**src/rtl/bsg_link_pkg.sv**
```systemverilog
// Shared link constants and payload types for the BSG off-chip link (upstream and downstream).
package bsg_link_pkg;

  localparam int unsigned CH_WIDTH   = 8;
  localparam int unsigned NUM_CH     = 2;
  localparam int unsigned CORE_WIDTH = 64;
  localparam int unsigned BEAT_WIDTH = NUM_CH * CH_WIDTH;
  // CORE_WIDTH must be an exact multiple of BEAT_WIDTH.
  localparam int unsigned BEATS      = CORE_WIDTH / BEAT_WIDTH;
  localparam int unsigned BEAT_IDX_W = (BEATS > 1) ? $clog2(BEATS) : 1;

  localparam int unsigned FIFO_DEPTH = 4;
  localparam int unsigned CNT_WIDTH  = 7;
  localparam int unsigned TOKEN_W    = $clog2(FIFO_DEPTH + 1);

  typedef logic [BEAT_WIDTH-1:0] beat_t;
  typedef logic [CORE_WIDTH-1:0] word_t;

endpackage

```
**src/rtl/bsg_link_rx_fifo.sv**
```systemverilog
// Small register-based FIFO holding completed link words until the core consumes them.
module bsg_link_rx_fifo #(
  parameter int unsigned WIDTH = 64,
  parameter int unsigned DEPTH = 4
) (
  input  logic             clk,
  input  logic             rst_n,
  input  logic             push,
  input  logic [WIDTH-1:0] push_data,
  input  logic             pop,
  output logic             full,
  output logic             empty,
  output logic [WIDTH-1:0] head
);

  localparam int unsigned PTR_W = (DEPTH > 1) ? $clog2(DEPTH) : 1;
  localparam int unsigned CNT_W = $clog2(DEPTH + 1);

  logic [WIDTH-1:0] r_mem [DEPTH];
  logic [PTR_W-1:0] r_wr_ptr;
  logic [PTR_W-1:0] r_rd_ptr;
  logic [CNT_W-1:0] r_count;

  logic w_do_pop;
  logic w_do_push;

  // Pop only a valid head; push when space exists or a pop frees a slot this cycle.
  always_comb begin
    w_do_pop  = pop & ~empty;
    w_do_push = push & (~full | w_do_pop);
  end

  // Storage, pointers and occupancy; pointers wrap modulo DEPTH.
  always_ff @(posedge clk) begin
    if (!rst_n) begin
      for (int unsigned i = 0; i < DEPTH; i++) r_mem[i] <= '0;
      r_wr_ptr <= '0;
      r_rd_ptr <= '0;
      r_count  <= '0;
    end else begin
      if (w_do_push) begin
        r_mem[r_wr_ptr] <= push_data;
        r_wr_ptr <= (r_wr_ptr == PTR_W'(DEPTH - 1)) ? '0 : r_wr_ptr + PTR_W'(1);
      end
      if (w_do_pop) begin
        r_rd_ptr <= (r_rd_ptr == PTR_W'(DEPTH - 1)) ? '0 : r_rd_ptr + PTR_W'(1);
      end
      r_count <= r_count + CNT_W'(w_do_push) - CNT_W'(w_do_pop);
    end
  end

  assign empty = (r_count == '0);
  assign full  = (r_count == CNT_W'(DEPTH));
  assign head  = r_mem[r_rd_ptr];

endmodule

```
**src/rtl/bsg_downstream_in.sv**
```systemverilog
// Receive side of the BSG link: deserializes beats into words, buffers them, returns credits.
module bsg_downstream_in
  import bsg_link_pkg::*;
(
  input  logic                 clk,
  input  logic                 rst_n,
  input  logic                 io_valid_in,
  input  logic [CH_WIDTH-1:0]  io_data_in_ch0,
  input  logic [CH_WIDTH-1:0]  io_data_in_ch1,
  output logic                 io_token_out,
  output logic                 core_valid_out,
  output word_t                core_data_out,
  input  logic                 core_yumi_in,
  output logic [CNT_WIDTH-1:0] rx_cnt,
  output logic                 overflow_err
);

  logic [BEAT_IDX_W-1:0] r_beat_idx;
  word_t                 r_asm;
  logic [TOKEN_W-1:0]    r_pending;
  logic                  r_token_out;
  logic [CNT_WIDTH-1:0]  r_rx_cnt;
  logic                  r_overflow;

  beat_t w_beat;
  word_t w_word;
  word_t w_head;
  logic  w_last;
  logic  w_full;
  logic  w_empty;
  logic  w_deq;
  logic  w_push;
  logic  w_drop;
  logic  w_tok_fire;

  // Merge the current beat into the assembly word and derive push/dequeue/credit controls.
  always_comb begin
    w_beat = {io_data_in_ch1, io_data_in_ch0};
    w_word = r_asm;
    for (int unsigned k = 0; k < BEATS; k++) begin
      if (r_beat_idx == BEAT_IDX_W'(k)) w_word[k*BEAT_WIDTH +: BEAT_WIDTH] = w_beat;
    end
    w_last     = io_valid_in & (r_beat_idx == BEAT_IDX_W'(BEATS - 1));
    w_deq      = core_yumi_in & ~w_empty;
    w_push     = w_last & (~w_full | w_deq);
    w_drop     = w_last & w_full & ~w_deq;
    // A dequeue is credited on the very next cycle; any backlog drains one per cycle.
    w_tok_fire = (r_pending != '0) | w_deq;
  end

  // Deserializer: beat index and partially assembled word; idle cycles hold both.
  always_ff @(posedge clk) begin
    if (!rst_n) begin
      r_beat_idx <= '0;
      r_asm      <= '0;
    end else if (io_valid_in) begin
      r_asm      <= w_word;
      r_beat_idx <= w_last ? '0 : r_beat_idx + BEAT_IDX_W'(1);
    end
  end

  // Credit return, accepted-word counter and sticky overflow flag.
  always_ff @(posedge clk) begin
    if (!rst_n) begin
      r_pending   <= '0;
      r_token_out <= 1'b0;
      r_rx_cnt    <= '0;
      r_overflow  <= 1'b0;
    end else begin
      r_pending   <= r_pending + TOKEN_W'(w_deq) - TOKEN_W'(w_tok_fire);
      r_token_out <= w_tok_fire;
      if (w_push) r_rx_cnt <= r_rx_cnt + CNT_WIDTH'(1);
      if (w_drop) r_overflow <= 1'b1;
    end
  end

  // Outstanding credits can never exceed the FIFO depth.
  always_ff @(posedge clk) begin
    if (rst_n) assert (!(w_deq && (r_pending == TOKEN_W'(FIFO_DEPTH))));
  end

  bsg_link_rx_fifo #(
    .WIDTH (CORE_WIDTH),
    .DEPTH (FIFO_DEPTH)
  ) u_fifo (
    .clk       (clk),
    .rst_n     (rst_n),
    .push      (w_push),
    .push_data (w_word),
    .pop       (w_deq),
    .full      (w_full),
    .empty     (w_empty),
    .head      (w_head)
  );

  assign io_token_out   = r_token_out;
  assign core_valid_out = ~w_empty;
  assign core_data_out  = w_head;
  assign rx_cnt         = r_rx_cnt;
  assign overflow_err   = r_overflow;

endmodule

```
**config.mk**
```make
export PLATFORM = sky130hd
export DESIGN_NAME = bsg_downstream_in
export DESIGN_NICKNAME = d
export VERILOG_FILES = /design/src/rtl/bsg_link_pkg.sv /design/src/rtl/bsg_link_rx_fifo.sv /design/src/rtl/bsg_downstream_in.sv
export SDC_FILE = /design/constraint.sdc
export NUM_CORES = 1
export LEC_CHECK = 0
export ABC_AREA = 1
export CAP_MARGIN = 10
export CORE_UTILIZATION = 30
export DETAILED_ROUTE_END_ITERATION = 16
export GPL_ROUTABILITY_DRIVEN = 0
export GPL_TIMING_DRIVEN = 0
export PLACE_DENSITY = 0.5
export SLEW_MARGIN = 30
export SYNTH_ARGS = -nofsm -noshare
export SYNTH_HDL_FRONTEND = slang
export SYNTH_SLANG_ARGS = --single-unit
export TNS_END_PERCENT = 50
```
**constraint.sdc**
```tcl
create_clock -name clk -period 12.19 [get_ports clk]
set_input_delay 1.8285 -clock clk [delete_from_list [all_inputs] [get_ports clk]]
set_output_delay 1.8285 -clock clk [all_outputs]
set_load 0.01 [all_outputs]
```
==> impl_metrics.json, run 1 <==
{
  "cts_hold_buf": 0,
  "gr-usage-all-layers_pct": 17.4,
  "cts_resized": 0,
  "vias": 11348,
  "firstDrtPassIters": 5,
  "cp-start-kind": "flip-flop",
  "endpoint_kind": "primary output",
  "setup_viol": 0,
  "die_area_sq_mm": 0.0508,
  "wl_per_cell_microns": 18.3,
  "grt_max_degree": 38,
  "p_per_area_mw_per_mm2": 194,
  "most-common-layout-cells": "nor2_1 (514), edfxtp_1 (256), o21ai_0 (201)",
  "grt_pass1_wl_microns": 66300,
  "htree_levels": 2,
  "route.detailed.drc": 0,
  "wl_microns": 44000,
  "clockBufferDepth": 3,
  "p_sw_uw": 1120,
  "syn2layout_area_growth_pct": 21.4,
  "fp.dieH_microns": 225,
  "status": "finished, final reports clean",
  "synth-seq-area-share_pct": 62.9,
  "leakagePower_uw": 0.00700,
  "place_area_sq_mm": 0.0169,
  "ios": 94,
  "arrival_ps": 3240,
  "finalMaxSlewViolations": 0,
  "synth_flop_cell": "edfxtp_1",
  "async_flop_share_pct": 0,
  "finClkSkew_ps": 22.3,
  "syn-num-nets": 1596,
  "p_seq_share_pct": 37.9,
  "fin_crit_ps": 5070,
  "p_int_uw": 2400,
  "clkTransAtPathRegs_ps": 60,
  "via_per_inst": 4.72,
  "drive_gt1_share_pct": 5.80,
  "port_buffers": 92,
  "grt_antenna_before_repair": 1,
  "slew_headroom_pct": 46.4,
  "cts_tree": "done",
  "ant_nets": 0,
  "rows": 81,
  "ys_ff_latch": 343,
  "worstMarginPinSlew_ps": 796,
  "p_clk_share_pct": 33.3,
  "fin_ws_ps": 7120,
  "synth_cell_types": 26,
  "ir_drop_v": 0.0000965,
  "synth_edf_count": 256,
  "mappedNetlistArea_sq_mm": 0.0150,
  "cts_setup_buffers": 0,
  "nNetsFinal": 1740,
  "rsz0062_at_grt": "no",
  "cts_sinks": 343,
  "cts_buffers": 40,
  "drt-initial-drc-count": 861,
  "dieWidth_microns": 225,
  "switching_share_pct": 31.7,
  "max-cap-violations": 0,
  "initial_core_util_pct": 30.5,
  "root_buffer": "clkbuf_16",
  "cp_max_fo": 10,
  "comb_power_share_pct": 28.8,
  "final_common_cell": "nor2_1",
  "crit_type": "flip-flop to primary output",
  "synth_cells": 1564,
  "worstHoldPathType": "flip-flop to flip-flop",
  "final_hold_viol_count": 0,
  "required_ps": 10360,
  "fp.coreArea_sq_mm": 0.0491,
  "avgSynthCellArea_sq_um": 9.58,
  "max_freq_mhz": 197,
  "final_area_sq_mm": 0.0182,
  "yosysWarnings": 0,
  "period_share_pct": 41.6,
  "n_antenna_cell": 0,
  "pre_cts_slack_ps": 7370,
  "hpwl_microns": 29300,
  "grt_pass1_vias": 11076,
  "gr-total-overflow": 0,
  "clk-insertion-delay-late_ps": 560
}
layer usage:
layer	vias to the layer above	share of wire (%)	GRT usage (%)
met4	2	2.0	5.09
met3	64	5.4	2.50
li1	5508	-	-
met2	277	48	29.0
met1	5497	45	23.3
met5	-	0.020	0
path summary, 6_finish.rpt:
kind                 startpoint                  end  slack [ps]  cells after the start
hold / removal        rx_cnt[4]            rx_cnt[4]         470                      2
setup reg to reg  r_beat_idx[0]  u_fifo.r_mem[2][43]        9170                     10
setup / recovery      flip-flop    core_data_out[48]        7120                      6
hold reg to reg       rx_cnt[4]            rx_cnt[4]         470                      2
registers in the layout (all words and copies together) (netlist names), named ones only:
signal           flops
u_fifo.r_count       3
r_pending            3
rx_cnt               7
u_fifo.r_wr_ptr      2
overflow_err         1
r_beat_idx           2
u_fifo.r_mem       256
u_fifo.r_rd_ptr      2
r_asm               64
io_token_out         1
critical path, stage by stage (launching register included):
cell	delay, ps
dfxtp_1	350
buf_2	370
buf_2	330
clkbuf_1	540
nor2_1	120
o22ai_1	350
clkdlybuf4s50_1	620
area by class of cell:
type | count | area, sq um
buffer | 104 | 534
sequential | 343 | 9430
tap | 664 | 831
fill | 5044 | 30900
clock inverter | 23 | 188
clock buffer | 51 | 1080
timing repair buffer | 102 | 1070
multi-input combinational | 973 | 4510
inverter | 144 | 541
power groups by stage:
stage	combinational (uW)	clock [uW]	sequential [uW]
6_report	1010	1170	1340
5_1_grt	1110	1240	1340
4_1_cts	1030	1190	1340
3_5_place_dp	1030	0	1360
3_3_place_gp	1010	0	1370
2_1_floorplan	508	0	1360
Yosys cell counts (2+ instances only):
cell type	instances	area, sq um
xor2_1	3	26.3
o22ai_1	64	400
nand2_1	96	360
buf_2	13	65.1
dfxtp_1	87	1740
nand4_1	2	12.5
a21oi_1	6	30.0
nand3_1	5	25.0
ha_1	10	125
buf_6	17	191
buf_1	11	41.3
inv_2	2	7.51
o21ai_0	201	1010
inv_1	141	529
clkbuf_1	63	236
o21a_1	49	368
fa_1	2	40.0
edfxtp_1	256	7690
a211oi_1	16	120
nor2_1	514	1930
logic make-up (layout without fill, tap and decap cells):
| logic type | Yosys count | in the layout | share of synthesized area, % |
|---|---|---|---|
| compound gates | 337 | 337 | 12.9 |
| simple gates | 621 | 621 | 15.7 |
| flops | 343 | 343 | 62.9 |
| xor+xnor | 3 | 3 | 0.175 |
| buf+inv | 248 | 424 | 7.17 |
| fa+ha+maj | 12 | 12 | 1.10 |
metrics by stage:
stage | total power [uW] | util, % | std cells | setup TNS (ps) | hold WS [ps]
after floorplan | 1870 | - | 1564 | 0 | 468
after global placement | 2380 | 34.1 | 2320 | -22440 | 471
after detailed placement | 2390 | 34.5 | 2330 | 0 | 466
after CTS | 3560 | 37.1 | 2404 | 0 | 481
after global routing | 3680 | 37.1 | 2404 | 0 | 506
final | 3520 | 37.1 | 2404 | 0 | 474
Note: power is estimated with default switching activity, not from simulation.
==> inputs of run 2 (changes only) <==
--- a/config.mk
+++ b/config.mk
@@ -11,7 +11,7 @@
 export DETAILED_ROUTE_END_ITERATION = 16
 export GPL_ROUTABILITY_DRIVEN = 0
 export GPL_TIMING_DRIVEN = 0
-export PLACE_DENSITY = 0.5
+export PLACE_DENSITY = 0.52
 export SLEW_MARGIN = 30
 export SYNTH_ARGS = -nofsm -noshare
 export SYNTH_HDL_FRONTEND = slang
==> constraint.sdc (replaced) <==
create_clock -name clk -period 4.1 [get_ports clk]
set_input_delay 0.615 -clock clk [delete_from_list [all_inputs] [get_ports clk]]
set_output_delay 0.615 -clock clk [all_outputs]
set_load 0.01 [all_outputs]
==> run 2 against run 1 <==
Effect of this change:
- via count rose by 0.27%
- routed wire length rose by 0.17%
- combinational power rose to 3.0 times the previous value
- clock skew fell by 1.1 ps
- critical path depth did not move
- non-clock buffer count did not move
- worst hold slack improved by 3.2 ps
- setup slack got worse by 6900 ps
- largest cell class unchanged
- sequential power rose to 3.0 times the previous value
- power rose to 3.0 times the previous value
- register-to-register slack got worse by 8100 ps
- critical endpoint unchanged
- first-iteration DRC count fell by 3.5%
==> impl_metrics.json, run 2 (synthesized netlist as in run 1, its figures left out) <==
{
  "max-cap-violations": 0,
  "worstHoldPathType": "flip-flop to flip-flop",
  "cp_slowest_cell": "clkdlybuf4s50_1",
  "final_hold_viol_count": 0,
  "leakagePower_uw": 0.00702,
  "grt_pass1_vias": 11126,
  "clkTransAtPathRegs_ps": 60,
  "ios": 94,
  "gr-usage-all-layers_pct": 17.3,
  "port_buffers": 92,
  "ir_drop_v": 0.000317,
  "drt-initial-drc-count": 831,
  "final_common_cell": "nor2_1",
  "grt_max_degree": 39,
  "cts_hold_buf": 0,
  "n_antenna_cell": 0,
  "report.power.total_uw": 10500,
  "fin_crit_ps": 3850,
  "endpoint_kind": "primary output",
  "root_buffer": "clkbuf_16",
  "worstHoldStart": "rx_cnt[4]",
  "cpMostUsedCell": "buf_2",
  "routed.top_layer": "met4",
  "hpwl_microns": 29300,
  "most-common-layout-cells": "nor2_1 (514), edfxtp_1 (256), o21ai_0 (201)",
  "drive_gt1_share_pct": 6.10,
  "route.detailed.drc": 0,
  "largest_reg_flops": 256,
  "rsz0062_at_grt": "no",
  "setup_viol": 0,
  "finish.utilization_pct": 37.1,
  "wl_met3_microns": 2140,
  "via_per_inst": 4.74,
  "vias": 11379,
  "cts_tree": "done",
  "grt_antenna_before_repair": 0,
  "worstPathCellList": "buf_2, buf_2, clkbuf_1, nor2_1, o22ai_1, clkdlybuf4s50_1",
  "finClkSkew_ps": 21.2,
  "cp_slowest_stage_delay_ps": 630,
  "max_freq_mhz": 260,
  "ant_nets": 0,
  "worstMarginPinSlew_ps": 864,
  "wl_met2_microns": 21600,
  "initial_core_util_pct": 30.5,
  "clockBufferDepth": 3,
  "finalMaxSlewViolations": 0,
  "p_per_area_mw_per_mm2": 576,
  "cts_sinks": 343,
  "cp-start-kind": "flip-flop",
  "firstDrtPassIters": 5,
  "cts_resized": 0,
  "grt_pass1_wl_microns": 66200,
  "dieWidth_microns": 225,
  "hold_path_depth": 2,
  "status": "finished, final reports clean",
  "wl_per_cell_microns": 18.4,
  "crit_type": "flip-flop to primary output",
  "nNetsFinal": 1739,
  "clk-insertion-delay-late_ps": 540,
  "slew_headroom_pct": 42.4,
  "htree_levels": 2,
  "cp_max_fo": 10,
  "gr-total-overflow": 0,
  "crit_buf_inv": 4,
  "wl_met1_microns": 19600,
  "cts_setup_buffers": 0,
  "path_delay_family": "buffers and inverters",
  "path_depth": 6,
  "period_share_pct": 93.9,
  "rows": 81,
  "reg2reg_from": "r_beat_idx[0]",
  "die_area_sq_mm": 0.0508,
  "wl_microns": 44100,
  "syn2layout_area_growth_pct": 21.6,
  "fp.dieH_microns": 225,
  "arrival_ps": 3230,
  "fp.coreArea_sq_mm": 0.0491,
  "ff2ff_path_depth": 10,
  "nFillCells": 4958,
  "required_ps": 3480,
  "regMostFlops": "u_fifo.r_mem",
  "cts_buffers": 39
}
## run 2: path summary, 6_finish.rpt
check                                            to  slack (ps)
worst max-delay path              core_data_out[48]         250
worst min-delay path                      rx_cnt[4]         480
worst max register to register  u_fifo.r_mem[2][41]        1070
worst min register to register            rx_cnt[4]         480
## run 2: cell type report
type,count,area [sq um],area share [%]
Inverter,144,541,2.97
Clock inverter,8,63.8,0.350
Multi-Input combinational cell,973,4510,24.8
Tap cell,664,831,4.56
Sequential cell,343,9430,51.8
Clock buffer,63,1230,6.78
Timing Repair Buffer,102,1070,5.88
Buffer,104,534,2.93
## run 2: power breakdown
| part | switching [uW] | leakage [uW] | internal (uW) | total, uW |
|---|---|---|---|---|
| combinational | 1820 | 0.00303 | 1190 | 3010 |
| sequential | 71.6 | 0.00336 | 3900 | 3970 |
| clock | 1400 | 0.000636 | 2120 | 3520 |
## run 2: through the flow
step	setup TNS (ps)	hold slack [ps]	setup WS, ps	std cells	instance area, sq um
4_1_cts	0	486	168	2401	18200
3_5_place_dp	0	474	488	2330	16900
2_1_floorplan	0	468	752	1564	15000
5_1_grt	0	507	139	2401	18200
3_3_place_gp	-319730	467	-1450	2320	16700
6_report	0	477	252	2401	18200
## run 2: routing by layer
metal | vias up | global-route usage, %
met5 | - | 0
met1 | 5553 | 23.1
li1 | 5480 | -
met2 | 296 | 29.4
met4 | 0 | 3.86
met3 | 50 | 2.43
## run 2: worst register-to-register path, stage by stage, from the launching register on
cell and delay (ps):
dfxtp_1 380, ha_1 290, nand2_1 210, inv_2 220, nand3_2 140, nor2_2 120
nand2_1 70, buf_2 260, buf_6 220, nand2_4 470, buf_12 300
==> inputs of run 3 (changes only) <==
--- a/config.mk
+++ b/config.mk
@@ -7,11 +7,13 @@
 export LEC_CHECK = 0
 export ABC_AREA = 1
 export CAP_MARGIN = 10
+export CELL_PAD_IN_SITES_DETAIL_PLACEMENT = 1
+export CELL_PAD_IN_SITES_GLOBAL_PLACEMENT = 1
 export CORE_UTILIZATION = 30
 export DETAILED_ROUTE_END_ITERATION = 16
 export GPL_ROUTABILITY_DRIVEN = 0
 export GPL_TIMING_DRIVEN = 0
-export PLACE_DENSITY = 0.52
+export PLACE_DENSITY = 0.62
 export SLEW_MARGIN = 30
 export SYNTH_ARGS = -nofsm -noshare
 export SYNTH_HDL_FRONTEND = slang
==> run 3 against run 2 <==
Effect of this change:
- clock-buffer cell count fell by 11
- combinational power barely moved
- design area fell by 0.48%
- largest cell class unchanged
==> impl_metrics.json, run 3 (synthesized netlist as in run 1, its figures left out) <==
{
  "status": "finished, final reports clean",
  "cts_hold_buf": 0,
  "worstMarginPinSlew_ps": 853,
  "hold_slack_ps": 484,
  "ff2ff_path_depth": 10,
  "grt_max_degree": 37,
  "dieWidth_microns": 225,
  "route.detailed.drc": 0,
  "nFillCells": 5660,
  "via_per_inst": 4.83,
  "final_common_cell": "nor2_1",
  "vias": 11583,
  "initial_core_util_pct": 30.5,
  "fp.coreArea_sq_mm": 0.0491,
  "clk-insertion-delay-late_ps": 550,
  "regToRegSetupSlack_ps": 1070,
  "p_per_area_mw_per_mm2": 574,
  "leakagePower_uw": 0.00699,
  "htree_levels": 2,
  "ios": 94,
  "rsz0062_at_grt": "no",
  "hold_path_depth": 2,
  "grt_pass1_wl_microns": 73200,
  "slew_headroom_pct": 43.1,
  "period_share_pct": 91.3,
  "cts_sinks": 343,
  "arrival_ps": 3130,
  "crit_type": "flip-flop to primary output",
  "finish.utilization_pct": 37.0,
  "finClkSkew_ps": 15.0,
  "clkTransAtPathRegs_ps": 60,
  "n_antenna_cell": 0,
  "root_buffer": "clkbuf_16",
  "clockBufferDepth": 3,
  "regMostFlops": "u_fifo.r_mem",
  "endpoint_kind": "primary output",
  "cts_tree": "done",
  "ir_drop_v": 0.000292,
  "grt_antenna_before_repair": 0,
  "syn2layout_area_growth_pct": 21.0,
  "reg2reg_to": "u_fifo.r_mem[2][39]",
  "pre_cts_slack_ps": 449,
  "cts_setup_buffers": 0,
  "worstHoldPathType": "flip-flop to flip-flop",
  "port_buffers": 92,
  "cts_resized": 0,
  "gr-total-overflow": 0,
  "most-common-layout-cells": "nor2_1 (514), edfxtp_1 (256), o21ai_0 (201)",
  "wl_per_cell_microns": 19.8,
  "worstHoldStart": "rx_cnt[2]",
  "grt_pass1_vias": 12494,
  "report.power.total_uw": 10400,
  "required_ps": 3480,
  "wl_microns": 47600,
  "reg2reg_from": "r_beat_idx[0]",
  "gr-usage-all-layers_pct": 19.1,
  "max_freq_mhz": 267,
  "cp-start-kind": "flip-flop",
  "hpwl_microns": 31900,
  "max-cap-violations": 0,
  "die_area_sq_mm": 0.0508,
  "setup_viol": 0,
  "largest_reg_flops": 256,
  "final_hold_viol_count": 0,
  "seqCellArea_sq_mm": 0.00943,
  "cts_buffers": 40,
  "nNetsFinal": 1739,
  "drive_gt1_share_pct": 6.11,
  "multiInputGateArea_sq_mm": 0.00451,
  "fp.dieH_microns": 225,
  "drt-initial-drc-count": 681,
  "cp_max_fo": 10,
  "finalMaxSlewViolations": 0,
  "fin_crit_ps": 3740,
  "holdPathEnd": "rx_cnt[2]",
  "fin_ws_ps": 357,
  "firstDrtPassIters": 5,
  "ant_nets": 0,
  "rows": 81
}
-- run 3: cell types whose count changed in the layout (fill, tap and decap cells not counted) --
cell	change
clkbuf_4	-1
clkbuf_16	-2
clkinv_2	+8
clkbuf_8	-4
clkbuf_1	-4
clkinv_1	+3
buf_6	-1
-- run 3: final cells by class --
class / instances / share of cell area, %
clock inverter: 19 / 0.635
inverter: 144 / 2.98
tap: 664 / 4.58
sequential: 343 / 52.0
buffer: 104 / 2.95
multi-input combinational: 973 / 24.9
timing repair buffer: 101 / 5.85
clock buffer: 52 / 6.11
-- run 3: worst max path at each step --
stage,endpoint,slack [ps],cells after the start
after floorplan,u_fifo.r_mem[2][0],750,9
after global placement,u_fifo.r_mem[0][27],-1550,4
after detailed placement,u_fifo.r_mem[0][27],450,5
after CTS,core_data_out[2],240,7
after global routing,core_data_out[2],170,7
final,core_data_out[28],360,7
-- run 3: where the power goes --
group	leakage [uW]	switching (uW)	internal [uW]
registers	0.00336	75.3	3900
clock network	0.000609	1430	1960
logic	0.00302	1850	1190
total	0.00699	3350	7050
-- run 3: per-stage QoR --
| stage | setup TNS (ps) | instances | instance area, sq um |
|---|---|---|---|
| 2_1_floorplan | 0 | 1564 | 15000 |
| 3_3_place_gp | -340840 | 2320 | 16700 |
| 3_5_place_dp | 0 | 2329 | 16900 |
| 4_1_cts | 0 | 2400 | 18100 |
| 5_1_grt | 0 | 2400 | 18100 |
| 6_report | 0 | 2400 | 18100 |
-- run 3: per-layer routing --
layer  vias to the layer above  track usage [%]  wire, microns
met5                         -                0              0
met1                      5820             24.6          21100
met2                       207             33.1          23600
li1                       5491                -              -
met3                        65             3.04           1830
met4                         0             5.16           1070
-- run 3: worst max-delay path, cell delays in order (launching register included) --
cell and delay [ps]:
dfxtp_1 320, buf_2 240, inv_1 100, buf_2 350, clkbuf_1 540, nor2_1 100, o22ai_1 310, clkdlybuf4s50_1 600
